<file path="config.mk">
export PLATFORM = sky130hd
export DESIGN_NAME = updown_tick_counter
export DESIGN_NICKNAME = d
export VERILOG_FILES = /design/src/rtl/updown_tick_counter.sv
export SDC_FILE = /design/constraint.sdc
export NUM_CORES = 1
export LEC_CHECK = 0
export CAP_MARGIN = 25
export CORE_MARGIN = 3
export CORE_UTILIZATION = 60
export CTS_BUF_LIST = sky130_fd_sc_hd__clkbuf_16
export DETAILED_ROUTE_END_ITERATION = 6
export GPL_TIMING_DRIVEN = 0
export PLACE_DENSITY = 0.89
export SKIP_CTS_REPAIR_TIMING = 1
export SLEW_MARGIN = 40
export SYNTH_ARGS = -nofsm -noshare
export SYNTH_HDL_FRONTEND = slang
export SYNTH_SLANG_ARGS = --single-unit
</file>
<file path="constraint.sdc">
create_clock -name clk -period 4 [get_ports clk]
set_input_delay 1.2 -clock clk [delete_from_list [all_inputs] [get_ports clk]]
set_output_delay 1.2 -clock clk [all_outputs]
set_load 0.05 [all_outputs]
</file>
<file path="src/rtl/updown_tick_counter.sv">
// Purpose : prescaled up/down step counter driven by two raw push-buttons, with load and boundary flags.
// Latency : buttons reach the step logic 2 clk later; a step, tick and wrap register 1 clk after the tick condition.
// Backpressure: none; en freezes the prescaler, and a press seen while frozen (edge mode) is held until the next tick.
//
// Ports:
//   clk       system clock
//   rst       asynchronous active-low reset
//   btn_up    raw asynchronous button, count up
//   btn_down  raw asynchronous button, count down
//   en        prescaler enable
//   load      synchronous load strobe, highest priority
//   load_val  value to load (clamped to MAX_VAL)
//   count     current count, registered
//   tick      one-cycle step strobe, registered
//   wrap      one-cycle pulse when the count wraps, registered
//   at_max    count == MAX_VAL, combinational
//   at_min    count == 0, combinational

module updown_tick_counter #(
   parameter int WIDTH     = 4,
   parameter int TICK_DIV  = 125000000,
   parameter int MAX_VAL   = (1 << WIDTH) - 1,
   parameter int SATURATE  = 0,
   parameter int EDGE_MODE = 0
) (
   input  logic             clk,
   input  logic             rst,
   input  logic             btn_up,
   input  logic             btn_down,
   input  logic             en,
   input  logic             load,
   input  logic [WIDTH-1:0] load_val,
   output logic [WIDTH-1:0] count,
   output logic             tick,
   output logic             wrap,
   output logic             at_max,
   output logic             at_min
);

   localparam int              PW       = (TICK_DIV > 1) ? $clog2(TICK_DIV) : 1;
   localparam logic [PW-1:0]   PRE_LAST = PW'(TICK_DIV - 1);
   localparam logic [WIDTH-1:0] MAXV    = WIDTH'(MAX_VAL);

   // ---------------------------------------------------------------
   // Button synchronisers (2 flops) plus one extra stage for edges
   // ---------------------------------------------------------------
   logic btn_up_m, btn_up_s, btn_up_q;
   logic btn_down_m, btn_down_s, btn_down_q;

   always_ff @(posedge clk or negedge rst) begin
      if (!rst) begin
         btn_up_m   <= 1'b0;
         btn_up_s   <= 1'b0;
         btn_up_q   <= 1'b0;
         btn_down_m <= 1'b0;
         btn_down_s <= 1'b0;
         btn_down_q <= 1'b0;
      end else begin
         btn_up_m   <= btn_up;
         btn_up_s   <= btn_up_m;
         btn_up_q   <= btn_up_s;
         btn_down_m <= btn_down;
         btn_down_s <= btn_down_m;
         btn_down_q <= btn_down_s;
      end
   end

   logic rise_up, rise_down;
   assign rise_up   = btn_up_s & ~btn_up_q;
   assign rise_down = btn_down_s & ~btn_down_q;

   // ---------------------------------------------------------------
   // Prescaler: 0..TICK_DIV-1, frozen (not cleared) while en=0
   // ---------------------------------------------------------------
   logic [PW-1:0] pre;
   logic          tick_fire;

   assign tick_fire = en && (pre == PRE_LAST);

   always_ff @(posedge clk or negedge rst) begin
      if (!rst) begin
         pre <= '0;
      end else if (en) begin
         if (tick_fire) begin
            pre <= '0;
         end else begin
            pre <= pre + 1'b1;
         end
      end
   end

   // ---------------------------------------------------------------
   // Pending press flags (edge mode). A rise arriving in the same
   // cycle as the clearing tick/load survives into the next window.
   // ---------------------------------------------------------------
   logic pend_up, pend_down;
   logic pend_clr;
   logic pend_up_d, pend_down_d;

   assign pend_clr    = tick_fire | load;
   assign pend_up_d   = (pend_up & ~pend_clr) | rise_up;
   assign pend_down_d = (pend_down & ~pend_clr) | rise_down;

   always_ff @(posedge clk or negedge rst) begin
      if (!rst) begin
         pend_up   <= 1'b0;
         pend_down <= 1'b0;
      end else begin
         pend_up   <= pend_up_d;
         pend_down <= pend_down_d;
      end
   end

   // ---------------------------------------------------------------
   // Step decision
   // ---------------------------------------------------------------
   logic             up_req, down_req;
   logic [WIDTH-1:0] count_d;
   logic             wrap_d;

   assign up_req   = (EDGE_MODE != 0) ? pend_up   : btn_up_s;
   assign down_req = (EDGE_MODE != 0) ? pend_down : btn_down_s;

   always_comb begin
      count_d = count;
      wrap_d  = 1'b0;
      if (load) begin
         // Load overrides any coincident step; out-of-range values clamp.
         count_d = (load_val > MAXV) ? MAXV : load_val;
      end else if (tick_fire) begin
         if (up_req && !down_req) begin
            if (count == MAXV) begin
               if (SATURATE != 0) begin
                  count_d = MAXV;
               end else begin
                  count_d = '0;
                  wrap_d  = 1'b1;
               end
            end else begin
               // count < MAXV here, so the increment cannot overflow WIDTH.
               count_d = count + 1'b1;
            end
         end else if (down_req && !up_req) begin
            if (count == '0) begin
               if (SATURATE != 0) begin
                  count_d = '0;
               end else begin
                  count_d = MAXV;
                  wrap_d  = 1'b1;
               end
            end else begin
               count_d = count - 1'b1;
            end
         end
      end
   end

   always_ff @(posedge clk or negedge rst) begin
      if (!rst) begin
         count <= '0;
         tick  <= 1'b0;
         wrap  <= 1'b0;
      end else begin
         count <= count_d;
         tick  <= tick_fire;
         wrap  <= wrap_d;
      end
   end

   assign at_max = (count == MAXV);
   assign at_min = (count == '0);

endmodule

</file>
# Word level (Yosys, flattened, before mapping)

Index checks and enable logic that the tools add are counted.

Register bits after elaboration: 37
Output and inout bits: 8
Logic and storage cells: 37

Add/subtract/negate cells: 3
Magnitude comparators: 1
Equal/unequal tests: 2
Mux-type cells: 14
Reduce and logical (&&, ||, !) cells: 9

Operator list:

| cell                                                               | number |
|---|---|
| 4-bit 2-to-1 mux                                                   | 7 |
| 27-bit by 1-bit adder with 27-bit output, second input constant    | 1 |
| 27-bit == test, second input constant                              | 1 |
| 27-bit 2-to-1 mux                                                  | 1 |
| 1-bit 2-to-1 mux                                                   | 6 |
| 4-bit by 1-bit adder with 4-bit output, second input constant      | 1 |
| 4-bit == test, second input constant                               | 1 |
| 4-bit > comparator, second input constant                          | 1 |
| 4-bit logical NOT                                                  | 1 |
| 4-bit by 1-bit subtractor with 4-bit output, second input constant | 1 |
| 1-bit logical AND                                                  | 3 |
| 3-bit nonzero test                                                 | 1 |
| 1-bit logical NOT                                                  | 2 |
| 2-bit AND reduction                                                | 1 |
| 2-bit nonzero test                                                 | 1 |

# Longest topological paths before layout

Gate-level depths: netlist of run 1.

Depth in word-level cells: 6
Mapped depth: 7

# Worst setup path before layout of run 1

No wires, ideal clock.

Kind: register to output
From: register count[0]
To: output port at_min
Arrival time: 2213 ps
Required time: 2800 ps
Path slack: 587 ps
Stages on the path, launching flop included: 4
Buffers on the path: 0
Cells stage by stage: dfrtp_1 -> inv_1 -> ha_1 -> nor3b_1

Word-level cells in the longest chain between the ends: 1

Ends and longest elaborated chain:

| element                | RTL line | RTL |
|---|---|---|
| start, declared        | 33       | `output logic [WIDTH-1:0] count,` |
| start signal, assigned | 164      | `count <= count_d;` |
| 4-bit logical NOT      | 171      | `assign at_min = (count == '0);` |
| end, declared          | 37       | `output logic at_min` |

Every way passes these cells.

# Worst setup path in the final report of run 1

Same ends and word-level chain as after synthesis.

==> impl_metrics.env, run 1 <==
export IMPL_status="finished, final reports clean"
export IMPL_async_flop_share=1.00
export IMPL_syn_nets=193
export IMPL_drt_iter0_drc=154
export IMPL_numCtsBuffers=5
export IMPL_synth_top_cells_by_count="37 x dfrtp_1, 17 x nor2_1, 13 x nand2_1, 13 x xor2_1, 10 x nand3_1"
export IMPL_grt_pass1_vias=1439
export IMPL_cts_tree="built"
export IMPL_synth_warnings=0
export IMPL_drt_wirelength_per_cell_um=17.1
export IMPL_nNetsFinal=217
export IMPL_fin_crit_ps=3480
export IMPL_r2r_end="pre[11]"
export IMPL_cts_sinks=37
export IMPL_vias=1452
export IMPL_power_uw=981
export IMPL_max_slew_margin_rel=0.562
export IMPL_path_max_fanout=6
export IMPL_synth_edff_count=0
export IMPL_track_usage=0.248
export IMPL_area_growth_pct=19.5
export IMPL_finClkSkew_ps=2.75
export IMPL_max_cap_violations=0
export IMPL_syn_avg_cell_area_um2=10.4
export IMPL_diodes=0
export IMPL_end_kind="output pin"
export IMPL_ant_nets=0
export IMPL_numPortBuffers=16
export IMPL_setup_tns_ps=0
export IMPL_synth_most_common_cell="dfrtp_1"
export IMPL_crit_arrival_ps=2280
export IMPL_tightest_slew_ps=653
export IMPL_drive_above_1_share=0.0976
export IMPL_num_io_pins=18
export IMPL_rr_startpoint="pre[0]"
export IMPL_insertion_delay_ps=280
export IMPL_syn_cell_area_um2=1870
export IMPL_ff2ff_path_depth=7
export IMPL_via_per_inst=6.15
export IMPL_hold_start="btn_down_m"
export IMPL_hold_viol=0
export IMPL_required_ps=2800
export IMPL_h_tree_depth=2
export IMPL_die_x_um=61.8
export IMPL_setup_violations=0
export IMPL_yosys_cell_types_count=42
export IMPL_root_buffer="clkbuf_16"
export IMPL_synth_area_top_cells="dfrtp_1 50%, xor2_1 6.1%, xnor2_1 3.8%, nor2_1 3.4%, nand3_1 2.7%"
export IMPL_finalCritPeriodShare=0.869
export IMPL_synth_top_area_frac=0.496
export IMPL_fmax_mhz=288
export IMPL_pwr_density_cell_nw_per_um2=440
export IMPL_peakVddDrop_mv=0.397
export IMPL_worstSetupPathType="register to output pin"
export IMPL_grt_max_degree=20
export IMPL_hold_path_class="register to register"
export IMPL_cp_slowest_stage_delay_ps=880
export IMPL_synth_top_area_cell="dfrtp_1"
export IMPL_grt_overflow_total=0
export IMPL_grt_pass1_wl_um=6870
export IMPL_p_leak_uw=0.00102
export IMPL_row_count=19
export IMPL_start_util=0.654
export IMPL_die_h_um=61.8
export IMPL_start_kind="register"
export IMPL_clk_path_buf_depth=2
export IMPL_core_area_um2=2850
export IMPL_hold_path_cell_count=0
export IMPL_place_congestion=0.878
export IMPL_rsz0062_at_grt="no"
export IMPL_slew_violations=0
export IMPL_drc=0
export IMPL_synth_cells=180
export IMPL_clk_pin_slew_ps=60
export IMPL_first_pass_iters=6
export IMPL_cpMaxStageDelayCell="clkdlybuf4s50_1"
export IMPL_hold_end="btn_down_s"
export IMPL_ys_seq_area_frac=0.496
export IMPL_dp_hpwl_um=2810
export IMPL_die_area_um2=3810
export IMPL_ys_flop_type="dfrtp_1"
export IMPL_ys_seq_elements=37
export IMPL_antenna_found_initial=0
export IMPL_r2r_setup_slack_ps=1760
export IMPL_worstPathCellList="inv_1, ha_1, nor3b_1, clkdlybuf4s50_1"
export IMPL_drt_wl_total_um=4040
-- stage by stage --
step	std cells	cell area, um2	utilization	setup WS (ps)	hold WS [ps]
global route	236	2230	0.782	445	374
finish	236	2230	0.782	522	355
floorplan	180	1870	-	587	331
detailed placement	228	2090	0.732	686	352
CTS	236	2230	0.782	519	366
global placement	227	2060	0.724	731	336
-- how the worst max path moves through the flow --
stage,from,endpoint,cells past startpoint
final,count[0],at_min,4
after global routing,count[0],at_min,4
after CTS,count[0],at_min,4
after detailed placement,en,pre[11],7
after global placement,en,pre[5],7
after floorplan,count[0],at_min,3
-- cells by family after synthesis --
| family | count (synthesis) | share of synthesized area |
|---|---|---|
| AND/OR/NAND/NOR | 81 | 0.263 |
| adder cells (fa/ha/maj) | 3 | 0.0201 |
| flip-flops | 37 | 0.496 |
| XOR/XNOR | 21 | 0.0986 |
| AO/OA/AOI/OAI | 24 | 0.0838 |
| buffers and inverters | 12 | 0.0262 |
| multiplexers | 2 | 0.0121 |
-- worst max-delay path: cells and delay by family, from the launching register on --
family	cells	cell delay [ps]
adder cells (fa/ha/maj)	1	210
buffers and inverters	2	1020
flip-flops	1	430
AND/OR/NAND/NOR	1	350
-- routing by layer --
| metal | vias to the layer above | wire length [um] | track usage |
|---|---|---|---|
| li1 | 685 | - | - |
| met1 | 704 | 1640 | 0.317 |
| met2 | 56 | 2110 | 0.402 |
| met3 | 7 | 243 | 0.0723 |
| met4 | 0 | 55 | 0.0909 |
| met5 | - | 0 | 0 |
-- cell type report --
class	instances	area, um2
Clock buffer	5	125
Clock inverter	3	17.5
Timing Repair Buffer	17	183
Inverter	8	30.0
Buffer	4	18.8
Multi-Input combinational cell	131	891
Tap cell	31	38.8
Sequential cell	37	926
Fill cell	172	623
-- cells in the final DEF (no fill, tap or decap), types with 3 or more instances in the layout --
master,instances
and4_1,3
dfrtp_1,37
nor2b_1,3
a21oi_1,6
and3_1,5
xor2_1,13
nand4_1,6
o21ai_0,6
clkbuf_16,5
nand2_1,13
ha_1,3
nor2_1,17
clkdlybuf4s50_1,15
xnor2_1,8
nor3b_1,3
inv_1,8
buf_2,4
nor3_1,3
nand3_1,10
-- power by group --
part	internal (uW)	switching (uW)
Combinational	64.9	82.5
Sequential	411	48.2
Clock	228	146
Total	704	277
-- sequential cells by signal, indices dropped and copies added (netlist names) --
signal,count
btn_up_s,1
btn_down_s,1
pre,27
tick,1
btn_down_m,1
btn_up_m,1
count,4
wrap,1
(Power assumes the default switching activity.)
==> inputs of run 2 (changes only) <==
Settings changed: CORE_UTILIZATION 60 to 51, PLACE_DENSITY 0.89 to 0.75.
Clock period 4 ns to 3.1 ns, I/O delays scaled along.
==> impl_metrics.env, run 2 (synthesis gave the netlist of run 1 again) <==
export IMPL_status="finished, final reports clean"
export IMPL_grt_pass1_wl_um=6200
export IMPL_cpMaxStageDelayCell="clkdlybuf4s50_1"
export IMPL_insertion_delay_ps=270
export IMPL_setup_tns_ps=0
export IMPL_fmax_mhz=349
export IMPL_cts_sinks=37
export IMPL_die_x_um=66.5
export IMPL_p_leak_uw=0.00104
export IMPL_largest_reg_flops=27
export IMPL_grt_pass1_vias=1468
export IMPL_start_kind="register"
export IMPL_root_buffer="clkbuf_16"
export IMPL_final_common_cell="dfrtp_1"
export IMPL_ant_nets=0
export IMPL_fin_crit_ps=2870
export IMPL_cp_top_family="buffers and inverters"
export IMPL_die_h_um=66.5
export IMPL_start_util=0.542
export IMPL_layout_common_cells="37 x dfrtp_1, 17 x nor2_1, 14 x clkdlybuf4s50_1, 13 x nand2_1, 13 x xor2_1"
export IMPL_drc=0
export IMPL_core_area_um2=3440
export IMPL_cts_tree="built"
export IMPL_worstSetupPathType="register to output pin"
export IMPL_drt_wirelength_per_cell_um=14.6
export IMPL_place_congestion=0.936
export IMPL_vias=1426
export IMPL_slew_violations=0
export IMPL_path_max_fanout=6
export IMPL_grt_max_degree=23
export IMPL_row_count=21
export IMPL_clk_pin_slew_ps=50
export IMPL_pwr_density_cell_nw_per_um2=547
export IMPL_max_slew_margin_rel=0.595
export IMPL_fill_cells=271
export IMPL_drt_iter0_drc=134
export IMPL_hold_viol=0
export IMPL_rsz0062_at_grt="no"
export IMPL_num_io_pins=18
export IMPL_dp_hpwl_um=2630
export IMPL_whs_ps=348
export IMPL_track_usage=0.184
export IMPL_drive_above_1_share=0.0882
export IMPL_r2r_end="pre[22]"
export IMPL_critical_path_buf_inv_count=2
export IMPL_hold_start="btn_down_m"
export IMPL_rr_startpoint="pre[0]"
export IMPL_numCtsBuffers=5
export IMPL_largest_register="pre"
export IMPL_reg_top3="pre (27), count (4)"
export IMPL_hold_path_cell_count=0
export IMPL_crit_arrival_ps=1940
export IMPL_finClkSkew_ps=1.28
export IMPL_peakVddDrop_mv=0.487
export IMPL_end_kind="output pin"
export IMPL_clk_path_buf_depth=2
export IMPL_hold_end="btn_down_s"
export IMPL_diodes=0
export IMPL_setup_violations=0
export IMPL_r2r_setup_slack_ps=970
export IMPL_h_tree_depth=2
export IMPL_worstPathCellList="ha_1, nand3_1, inv_1, clkdlybuf4s50_1"
export IMPL_via_per_inst=5.70
export IMPL_ff2ff_path_depth=7
export IMPL_numPortBuffers=16
export IMPL_area_growth_pct=20.4
export IMPL_required_ps=2170
export IMPL_cp_slowest_stage_delay_ps=790
export IMPL_drt_wl_total_um=3640
export IMPL_die_area_um2=4420
export IMPL_finalCritPeriodShare=0.924
export IMPL_first_pass_iters=4
export IMPL_hold_path_class="register to register"
export IMPL_tightest_slew_ps=604
export IMPL_grt_overflow_total=0
export IMPL_nNetsFinal=217
export IMPL_max_cap_violations=0
export IMPL_antenna_found_initial=0
==> run 2: how the worst max path moves through the flow <==
stage | to | cells after the start | slack [ps] | from
finish | at_max | 4 | 230 | count[0]
floorplan | at_min | 3 | 500 | count[0]
CTS | at_min | 4 | 20 | count[0]
global route | pre[20] | 7 | 140 | en
detailed placement | pre[16] | 7 | 20 | en
global placement | pre[11] | 7 | 80 | en
==> run 2: area by class of cell <==
| cell class | count | area [um2] | share of cell area |
|---|---|---|---|
| Sequential cell | 37 | 926 | 0.412 |
| Multi-Input combinational cell | 131 | 896 | 0.399 |
| Timing Repair Buffer | 17 | 185 | 0.0825 |
| Clock buffer | 5 | 125 | 0.0557 |
| Tap cell | 46 | 57.6 | 0.0256 |
| Inverter | 8 | 30.0 | 0.0134 |
| Buffer | 4 | 18.8 | 0.00836 |
| Clock inverter | 2 | 7.51 | 0.00334 |
==> run 2: layer usage <==
layer / vias to the layer above / part of all wire / track usage
li1: 686 / - / -
met1: 702 / 0.45 / 0.245
met2: 32 / 0.51 / 0.279
met3: 6 / 0.028 / 0.0388
met4: 0 / 0.0093 / 0.0990
met5: - / 0 / 0
==> run 2: power by group <==
| group | switching (uW) | internal [uW] | total [uW] |
|---|---|---|---|
| logic | 102 | 83.9 | 186 |
| registers | 56.5 | 531 | 587 |
| clock network | 169 | 287 | 456 |
| total | 328 | 902 | 1230 |
==> run 2: per-stage QoR <==
stage | instances | cell area [um2] | power [uW] | worst slack, ps | utilization
2_1_floorplan | 180 | 1870 | 716 | 504 | -
3_3_place_gp | 242 | 2090 | 766 | 79.7 | 0.607
3_5_place_dp | 243 | 2110 | 783 | 17.0 | 0.613
4_1_cts | 250 | 2240 | 1240 | 16.2 | 0.652
5_1_grt | 250 | 2250 | 1290 | 144 | 0.652
6_report | 250 | 2250 | 1230 | 234 | 0.652
